**config.mk**
```make
export PLATFORM = sky130hd
export DESIGN_NAME = alu16_pipe_flat
export DESIGN_NICKNAME = d
export VERILOG_FILES = /design/src/rtl/alu16_pipe_if.sv /design/src/rtl/alu16_pipe.sv /design/src/flat_wrapper.sv
export SDC_FILE = /design/constraint.sdc
export NUM_CORES = 1
export LEC_CHECK = 0
export CORE_MARGIN = 5
export CORE_UTILIZATION = 45
export DETAILED_ROUTE_END_ITERATION = 8
export HOLD_SLACK_MARGIN = 0.05
export PLACE_DENSITY = 0.7
export SLEW_MARGIN = 20
export SYNTH_ARGS = -nofsm -noshare
export SYNTH_HDL_FRONTEND = slang
export SYNTH_SLANG_ARGS = --single-unit
```
**constraint.sdc**
```tcl
create_clock -name clk -period 6.91 [get_ports clk]
set_input_delay 1.382 -clock clk [delete_from_list [all_inputs] [get_ports clk]]
set_output_delay 1.382 -clock clk [all_outputs]
set_load 0.02 [all_outputs]
```
**src/rtl/alu16_pipe_if.sv**
```systemverilog
// Handshake/bus bundle for alu16_pipe: operand side, result side and, with ALU_OVF_EN, the sticky overflow pair.
interface alu16_pipe_if #(
  parameter int unsigned WIDTH = 16
);
  logic             in_valid;
  logic             in_ready;
  logic [WIDTH-1:0] x;
  logic [WIDTH-1:0] y;
  logic             zx;
  logic             nx;
  logic             zy;
  logic             ny;
  logic             f;
  logic             no;
  logic             out_valid;
  logic             out_ready;
  logic [WIDTH-1:0] out;
  logic             zr;
  logic             ng;
`ifdef ALU_OVF_EN
  logic             ovf;
  logic             ovf_clr;
`endif

  modport slave (
    input  in_valid, x, y, zx, nx, zy, ny, f, no, out_ready,
`ifdef ALU_OVF_EN
    input  ovf_clr,
    output ovf,
`endif
    output in_ready, out_valid, out, zr, ng
  );

  modport master (
    output in_valid, x, y, zx, nx, zy, ny, f, no, out_ready,
`ifdef ALU_OVF_EN
    output ovf_clr,
    input  ovf,
`endif
    input  in_ready, out_valid, out, zr, ng
  );
endinterface

```
**src/rtl/alu16_pipe.sv**
```systemverilog
// Two-stage Hack-style ALU with valid/ready on both sides; stage 1 preconditions operands, stage 2 computes.
// Optional sticky signed-overflow flag enabled by defining ALU_OVF_EN.
module alu16_pipe #(
  parameter int unsigned WIDTH = 16
) (
  input  logic         clk,
  input  logic         rst_n,
  alu16_pipe_if.slave  bus
);
  localparam int unsigned MSB = WIDTH - 1;

  // Pipeline occupancy: bit 0 = stage 1 full, bit 1 = stage 2 full.
  typedef enum logic [1:0] {
    EMPTY = 2'b00,
    S1    = 2'b01,
    S2    = 2'b10,
    BOTH  = 2'b11
  } state_t;

  state_t           r_state;
  state_t           w_state_nxt;

  logic             w_s1_valid;
  logic             w_s2_valid;
  logic             w_s1_ready;
  logic             w_s2_ready;
  logic             w_accept;
  logic             w_advance;

  logic [WIDTH-1:0] w_xz;
  logic [WIDTH-1:0] w_yz;
  logic [WIDTH-1:0] w_x1;
  logic [WIDTH-1:0] w_y1;
  logic [WIDTH-1:0] w_sum;
  logic [WIDTH-1:0] w_raw;
  logic [WIDTH-1:0] w_res;

  logic [WIDTH-1:0] r_x1;
  logic [WIDTH-1:0] r_y1;
  logic             r_f1;
  logic             r_no1;
  logic [WIDTH-1:0] r_out;
  logic             r_zr;
  logic             r_ng;

  assign w_s1_valid = r_state[0];
  assign w_s2_valid = r_state[1];
  assign w_s2_ready = !w_s2_valid || bus.out_ready;
  assign w_s1_ready = !w_s1_valid || w_s2_ready;
  assign w_accept   = bus.in_valid && w_s1_ready;
  assign w_advance  = w_s1_valid && w_s2_ready;

  assign bus.in_ready  = w_s1_ready;
  assign bus.out_valid = w_s2_valid;
  assign bus.out       = r_out;
  assign bus.zr        = r_zr;
  assign bus.ng        = r_ng;

  always_ff @(posedge clk or negedge rst_n) begin
    if (!rst_n) begin
      r_state <= EMPTY;
    end else begin
      r_state <= w_state_nxt;
    end
  end

  always_comb begin
    w_state_nxt = r_state;
    case (r_state)
      EMPTY: begin
        if (w_accept) w_state_nxt = S1;
      end
      S1: begin
        w_state_nxt = w_accept ? BOTH : S2;
      end
      S2: begin
        if (bus.out_ready) w_state_nxt = w_accept ? S1 : EMPTY;
        else if (w_accept) w_state_nxt = BOTH;
      end
      BOTH: begin
        if (bus.out_ready) w_state_nxt = w_accept ? BOTH : S2;
      end
      default: w_state_nxt = EMPTY;
    endcase
  end

  // Stage 1 operand preconditioning: zero first, then negate.
  assign w_xz = bus.zx ? '0 : bus.x;
  assign w_yz = bus.zy ? '0 : bus.y;
  assign w_x1 = bus.nx ? ~w_xz : w_xz;
  assign w_y1 = bus.ny ? ~w_yz : w_yz;

  always_ff @(posedge clk or negedge rst_n) begin
    if (!rst_n) begin
      r_x1  <= '0;
      r_y1  <= '0;
      r_f1  <= 1'b0;
      r_no1 <= 1'b0;
    end else if (w_accept) begin
      r_x1  <= w_x1;
      r_y1  <= w_y1;
      r_f1  <= bus.f;
      r_no1 <= bus.no;
    end
  end

  assign w_sum = r_x1 + r_y1;
  assign w_raw = r_f1 ? w_sum : (r_x1 & r_y1);
  assign w_res = r_no1 ? ~w_raw : w_raw;

  always_ff @(posedge clk or negedge rst_n) begin
    if (!rst_n) begin
      r_out <= '0;
      r_zr  <= 1'b0;
      r_ng  <= 1'b0;
    end else if (w_advance) begin
      r_out <= w_res;
      r_zr  <= (w_res == '0);
      r_ng  <= w_res[MSB];
    end
  end

`ifdef ALU_OVF_EN
  logic w_ovf_cand;
  logic w_emit;
  logic r_ovf_cand2;
  logic r_ovf;

  assign w_ovf_cand = r_f1 && (r_x1[MSB] == r_y1[MSB]) && (w_sum[MSB] != r_x1[MSB]);
  assign w_emit     = w_s2_valid && bus.out_ready;
  assign bus.ovf    = r_ovf;

  always_ff @(posedge clk or negedge rst_n) begin
    if (!rst_n) begin
      r_ovf_cand2 <= 1'b0;
    end else if (w_advance) begin
      r_ovf_cand2 <= w_ovf_cand;
    end
  end

  // Sticky flag sets when an overflowing add leaves stage 2; clear has priority.
  always_ff @(posedge clk or negedge rst_n) begin
    if (!rst_n) begin
      r_ovf <= 1'b0;
    end else if (bus.ovf_clr) begin
      r_ovf <= 1'b0;
    end else if (w_emit && r_ovf_cand2) begin
      r_ovf <= 1'b1;
    end
  end
`endif
endmodule

```
**src/flat_wrapper.sv**
```systemverilog
// flat-port wrapper written by rule: the top's interface ports become plain ports
module alu16_pipe_flat 
#(
  parameter int unsigned WIDTH = 16
)
  (clk, rst_n, bus_in_valid, bus_x, bus_y, bus_zx, bus_nx, bus_zy, bus_ny, bus_f, bus_no, bus_out_ready, bus_in_ready, bus_out_valid, bus_out, bus_zr, bus_ng);
  alu16_pipe_if #(.WIDTH(WIDTH)) bus_i ();
  input  logic clk;
  input  logic rst_n;
  input wire logic [$bits(bus_i.in_valid)-1:0] bus_in_valid;
  input wire logic [$bits(bus_i.x)-1:0] bus_x;
  input wire logic [$bits(bus_i.y)-1:0] bus_y;
  input wire logic [$bits(bus_i.zx)-1:0] bus_zx;
  input wire logic [$bits(bus_i.nx)-1:0] bus_nx;
  input wire logic [$bits(bus_i.zy)-1:0] bus_zy;
  input wire logic [$bits(bus_i.ny)-1:0] bus_ny;
  input wire logic [$bits(bus_i.f)-1:0] bus_f;
  input wire logic [$bits(bus_i.no)-1:0] bus_no;
  input wire logic [$bits(bus_i.out_ready)-1:0] bus_out_ready;
  output wire logic [$bits(bus_i.in_ready)-1:0] bus_in_ready;
  output wire logic [$bits(bus_i.out_valid)-1:0] bus_out_valid;
  output wire logic [$bits(bus_i.out)-1:0] bus_out;
  output wire logic [$bits(bus_i.zr)-1:0] bus_zr;
  output wire logic [$bits(bus_i.ng)-1:0] bus_ng;
  assign bus_i.in_valid = bus_in_valid;
  assign bus_i.x = bus_x;
  assign bus_i.y = bus_y;
  assign bus_i.zx = bus_zx;
  assign bus_i.nx = bus_nx;
  assign bus_i.zy = bus_zy;
  assign bus_i.ny = bus_ny;
  assign bus_i.f = bus_f;
  assign bus_i.no = bus_no;
  assign bus_i.out_ready = bus_out_ready;
  assign bus_in_ready = bus_i.in_ready;
  assign bus_out_valid = bus_i.out_valid;
  assign bus_out = bus_i.out;
  assign bus_zr = bus_i.zr;
  assign bus_ng = bus_i.ng;
  alu16_pipe #(.WIDTH(WIDTH)) u_core (.clk(clk), .rst_n(rst_n), .bus(bus_i));
endmodule
```
# Yosys cells after proc, flatten, opt, wreduce, memory -nomap -nowiden
# Cells that the tools add are included.
[word_totals]
inputBits = 42
regBits = 54
elab_cells = 41
[classes]
n_reduce_logical = 9
eq_ne = 6
bitwise = 4
add_sub_neg = 1
n_mux = 13
[ops]
columns = ["cell", "count"]
rows = [
  ["16-bit 2-to-1 mux", 6],
  ["16-bit NOT", 3],
  ["16-bit adder", 1],
  ["16-bit AND", 1],
  ["16-bit zero test", 1],
  ["2-bit 2-to-1 mux", 4],
  ["2-bit case mux with 4 select lines", 1],
  ["2-bit equality test, second input constant", 2],
  ["3-bit by 2-bit != test with 1-bit output, second input constant", 1],
  ["3-bit AND reduction", 1],
  ["2-bit by 1-bit equality test with 1-bit output, second input constant", 1],
  ["1-bit logical AND", 2],
  ["1-bit zero test", 2],
  ["2-bit zero test", 1],
  ["1-bit logical OR", 2],
  ["1-bit 2-to-1 mux", 2],
  ["2-bit by 1-bit != test with 1-bit output, second input constant", 1],
  ["2-bit != test, second input constant", 1],
]

# Depth between registers and ports, before layout
[logic_depth]
ltp_word = 7
ltp_mapped = 10
ltp_nobuf = 10

# Worst setup path after synthesis
# OpenSTA, ideal clock, no wires.
[synth_path]
path_type = "input port to output port"
startpoint = "in bus_out_ready"
endpoint = "out bus_in_ready"
path_slack_ns = 3.863
path_stages = 1
t_arrival_ns = 1.665
required_time_ns = 5.528
cell_sequence = "nand3b_1"
[synth_between]
elab_chain_cells = 2
[synth_lines]
columns = ["element", "line", "rtl"]
rows = [
  ["start: declaration", "flat_wrapper.sv:19", "input wire logic [$bits(bus_i.out_ready)-1:0] bus_out_ready;"],
  ["1-bit logical OR", "alu16_pipe.sv:48", "assign w_s2_ready = !w_s2_valid || bus.out_ready;"],
  ["1-bit logical OR", "alu16_pipe.sv:49", "assign w_s1_ready = !w_s1_valid || w_s2_ready;"],
  ["end: declaration", "flat_wrapper.sv:20", "output wire logic [$bits(bus_i.in_ready)-1:0] bus_in_ready;"],
]
# No other way between the ends.

# Worst setup path after layout
# Same ends and word-level chain as after synthesis.

==> flow_summary.yaml <==
critical_path:
  worstPathArrival_ns: 2.62
  worstPathMaxFanout: 3
  cp-start-kind: "primary input"
  cp_cell_sequence: "clkdlybuf4s50_1 > nand3b_1 > clkdlybuf4s50_1"
  cp.required_ns: 5.53
  cpMostUsedCell: "clkdlybuf4s50_1"
  endpoint_kind: "output port"
  crit_slowest_cell: "clkdlybuf4s50_1"
  crit_buf_inv: 2
  critical-path-max-stage-delay_ns: 0.62
  crit_family: "buffers and inverters"
  critPathKind: "primary input to output port"
timing:
  finalMaxSlewViolations: 0
  setup_viol: 0
  finalClockSkew_ns: 0.00218
  fmax_mhz: 250
  rsz0062_at_grt: "no"
  relSlewSlack_pct: 37.7
  worst_slack_ns: 2.91
  finalHoldViolations: 0
  fin_crit_sh_pct: 57.9
  tightestPinTransition_ns: 0.932
  setup-tns-final_ns: 0
  min_period_ns: 4.00
finish:
  fin_nets: 527
  diodes: 0
  drive_above_1_share_pct: 6.18
  layout_common_cells: "60 x clkdlybuf4s50_1, 55 x nand2_1, 53 x dfrtp_1"
  syn_to_final_growth_pct: 17.0
  layout_commonest_cell: "clkdlybuf4s50_1"
place:
  dp.final_hpwl_microns: 5790
  globalplace.congestion: 0.818
  dp_slack_ns: 2.91
  port_buffers: 61
power_and_ir_drop:
  p_int_uw: 755
  power_density_nw_per_um2: 275
  p_switching_uw: 486
  leakage_nw: 1.83
  swShare_pct: 39.2
  comb_power_share_pct: 51.4
  power_frac_clock_pct: 13.9
  ir_drop_mv: 0.0967
  pwr-share-seq_pct: 34.7
drt:
  drt_wl_total_microns: 7340
  postRouteAntennaNets: 0
  dr_total_vias: 3018
  first_iter_violations: 125
  drt_pass1_iterations: 4
  wl_per_cell_microns: 12.8
  vias_per_cell: 5.26
  drcViolationCount: 0
synthesis:
  synth.cell_area_sq_um: 3860
  synth_area_leaders: "dfrtp_1 34%, xnor2_1 11%, o21ai_0 6.5%, nor2b_1 6.0%, nand2_1 5.3%"
  synth_cells: 427
  muxShareOfSynthArea_pct: 2.46
  synth_nets: 486
  synth_top_area_share_pct: 34.4
  synthSimpleGateAreaFrac_pct: 20.7
  yosysTopAreaCell: "dfrtp_1"
  synthAdderAreaFrac_pct: 5.71
  synth_edf_count: 0
  syn_area_per_cell_sq_um: 9.04
  ys_ff_latch: 53
  synth.distinct_cells: 68
  synth_top_family_by_area: "simple AND/OR/NAND/NOR gates"
  synth-seq-area-share_pct: 34.4
  synth-compound-area-share_pct: 19.8
  yosys_most_used_dff: "dfrtp_1"
  yosysWarnings: 0
  synth_xor_area_share_pct: 11.6
  synthArstFlopShare_pct: 100
global_routing:
  grt-busiest-layer: "met2"
  grt_pass1_wl_microns: 13100
  grt_max_degree: 67
  grt_use_total_pct: 15.1
  grt_use_met2_pct: 24.7
  globalRouteMet1Util_pct: 20.8
  gr-usage-met3_pct: 2.77
  antenna_found_initial: 0
  grt_pass1_vias: 2996
  grt-ovfl-total: 0
floorplan:
  start_util_pct: 46.5
  rows: 33
  io_pins: 62
  die_w_microns: 103
  core_area_sq_um: 8300
  dieArea_sq_um: 10500
  dieHeight_microns: 103
clocking:
  cts_tree: "yes"
  cts_hold_buf: 0
  cts_sinks: 53
  cts_buffers: 5
  clkLatencyLatePin_ns: 0.31
  htree_levels: 2
  cts_resized: 0
  cts_setup_buffers: 0
  clk_root_buffer_cell: "clkbuf_8"
  path_clk_slew_ns: 0.09
  cts_max_path_buffers: 2
outcome:
  status: "finished, final reports clean"
flow_run:
  drv_cap: 0
hold_path:
  hp-class: "flip-flop to flip-flop"
-- cell usage after synthesis, drive strengths merged, types with 6 or more instances --
master  instances
a21o            7
a21oi          11
clkbuf         24
dfrtp          53
ha             16
inv             6
nand2          55
nor2           13
nor2b          37
nor3            7
o211ai          6
o21ai          50
xnor2          49
-- power groups by stage --
stage	combinational, mW	clock, mW	sequential, mW
CTS	0.640	0.179	0.433
global route	0.708	0.190	0.443
global placement	0.626	0	0.434
floorplan	0.416	0	0.479
detailed placement	0.638	0	0.440
finish	0.638	0.172	0.431
-- logic make-up (layout without fill, tap and decap cells) --
family                     Yosys count  count (layout)
AOI/OAI and AO/OA                  113             113
xor gates and xnor gates            51              51
muxes                                9               9
adders and majority gates           17              17
DFF                                 53              53
buffers and inverters               35              77
and+or+nand+nor                    149             149
-- worst reg2reg max path, cell delays in order (launching register included) --
cell,delay [ns]
dfrtp_1,0.40
ha_1,0.29
fa_1,0.45
a21o_2,0.24
a221oi_1,0.41
o31ai_1,0.16
and4b_1,0.22
nor3_1,0.44
o2111ai_1,0.17
and2b_2,0.25
o31ai_2,0.22
-- metal layers --
metal	up-vias	part of all wire, %
li1	1573	-
met1	1379	50
met2	61	45
met3	5	4.1
met4	0	0.80
met5	-	0
-- through the flow --
| stage | hold WS [ns] | power, mW | instance area (sq um) | util [%] | std cells |
|---|---|---|---|---|---|
| global placement | 0.464 | 1.06 | 4430 | 53.3 | 566 |
| detailed placement | 0.471 | 1.08 | 4430 | 53.4 | 566 |
| global route | 0.524 | 1.34 | 4520 | 54.4 | 574 |
| floorplan | 0.454 | 0.895 | 3860 | - | 427 |
| CTS | 0.493 | 1.25 | 4520 | 54.4 | 574 |
| finish | 0.485 | 1.24 | 4520 | 54.4 | 574 |
-- state kept, by name, summed over array words and instances, names as in the netlist --
signal and count:
u_core.bus.zr 1, u_core.bus.out 16, u_core.r_y1 16, u_core.r_x1 16
u_core.r_no1 1, u_core.r_f1 1, u_core.r_state 2
-- worst paths after layout --
kind,slack [ns],end,startpoint,cells after the start
worst max-delay path,2.91,bus_in_ready,bus_out_ready,3
worst min-delay path,0.48,u_core.bus.out[9],u_core.bus.out[9],2
worst max register to register,3.59,u_core.bus.zr,u_core.r_y1[0],10
worst min register to register,0.48,u_core.bus.out[9],u_core.bus.out[9],2
max in group asynchronous,5.39,u_core.bus.out[1],rst_n,1
min in group asynchronous,1.08,u_core.r_x1[1],rst_n,1
-- cell type report --
| cell class | instances | area, sq um |
|---|---|---|
| Timing Repair Buffer | 63 | 623 |
| Fill cell | 820 | 3780 |
| Clock buffer | 5 | 68.8 |
| Inverter | 6 | 22.5 |
| Sequential cell | 53 | 1330 |
| Clock inverter | 3 | 17.5 |
| Tap cell | 105 | 131 |
| Multi-Input combinational cell | 339 | 2330 |
Note: power is estimated with default switching activity, not from simulation.
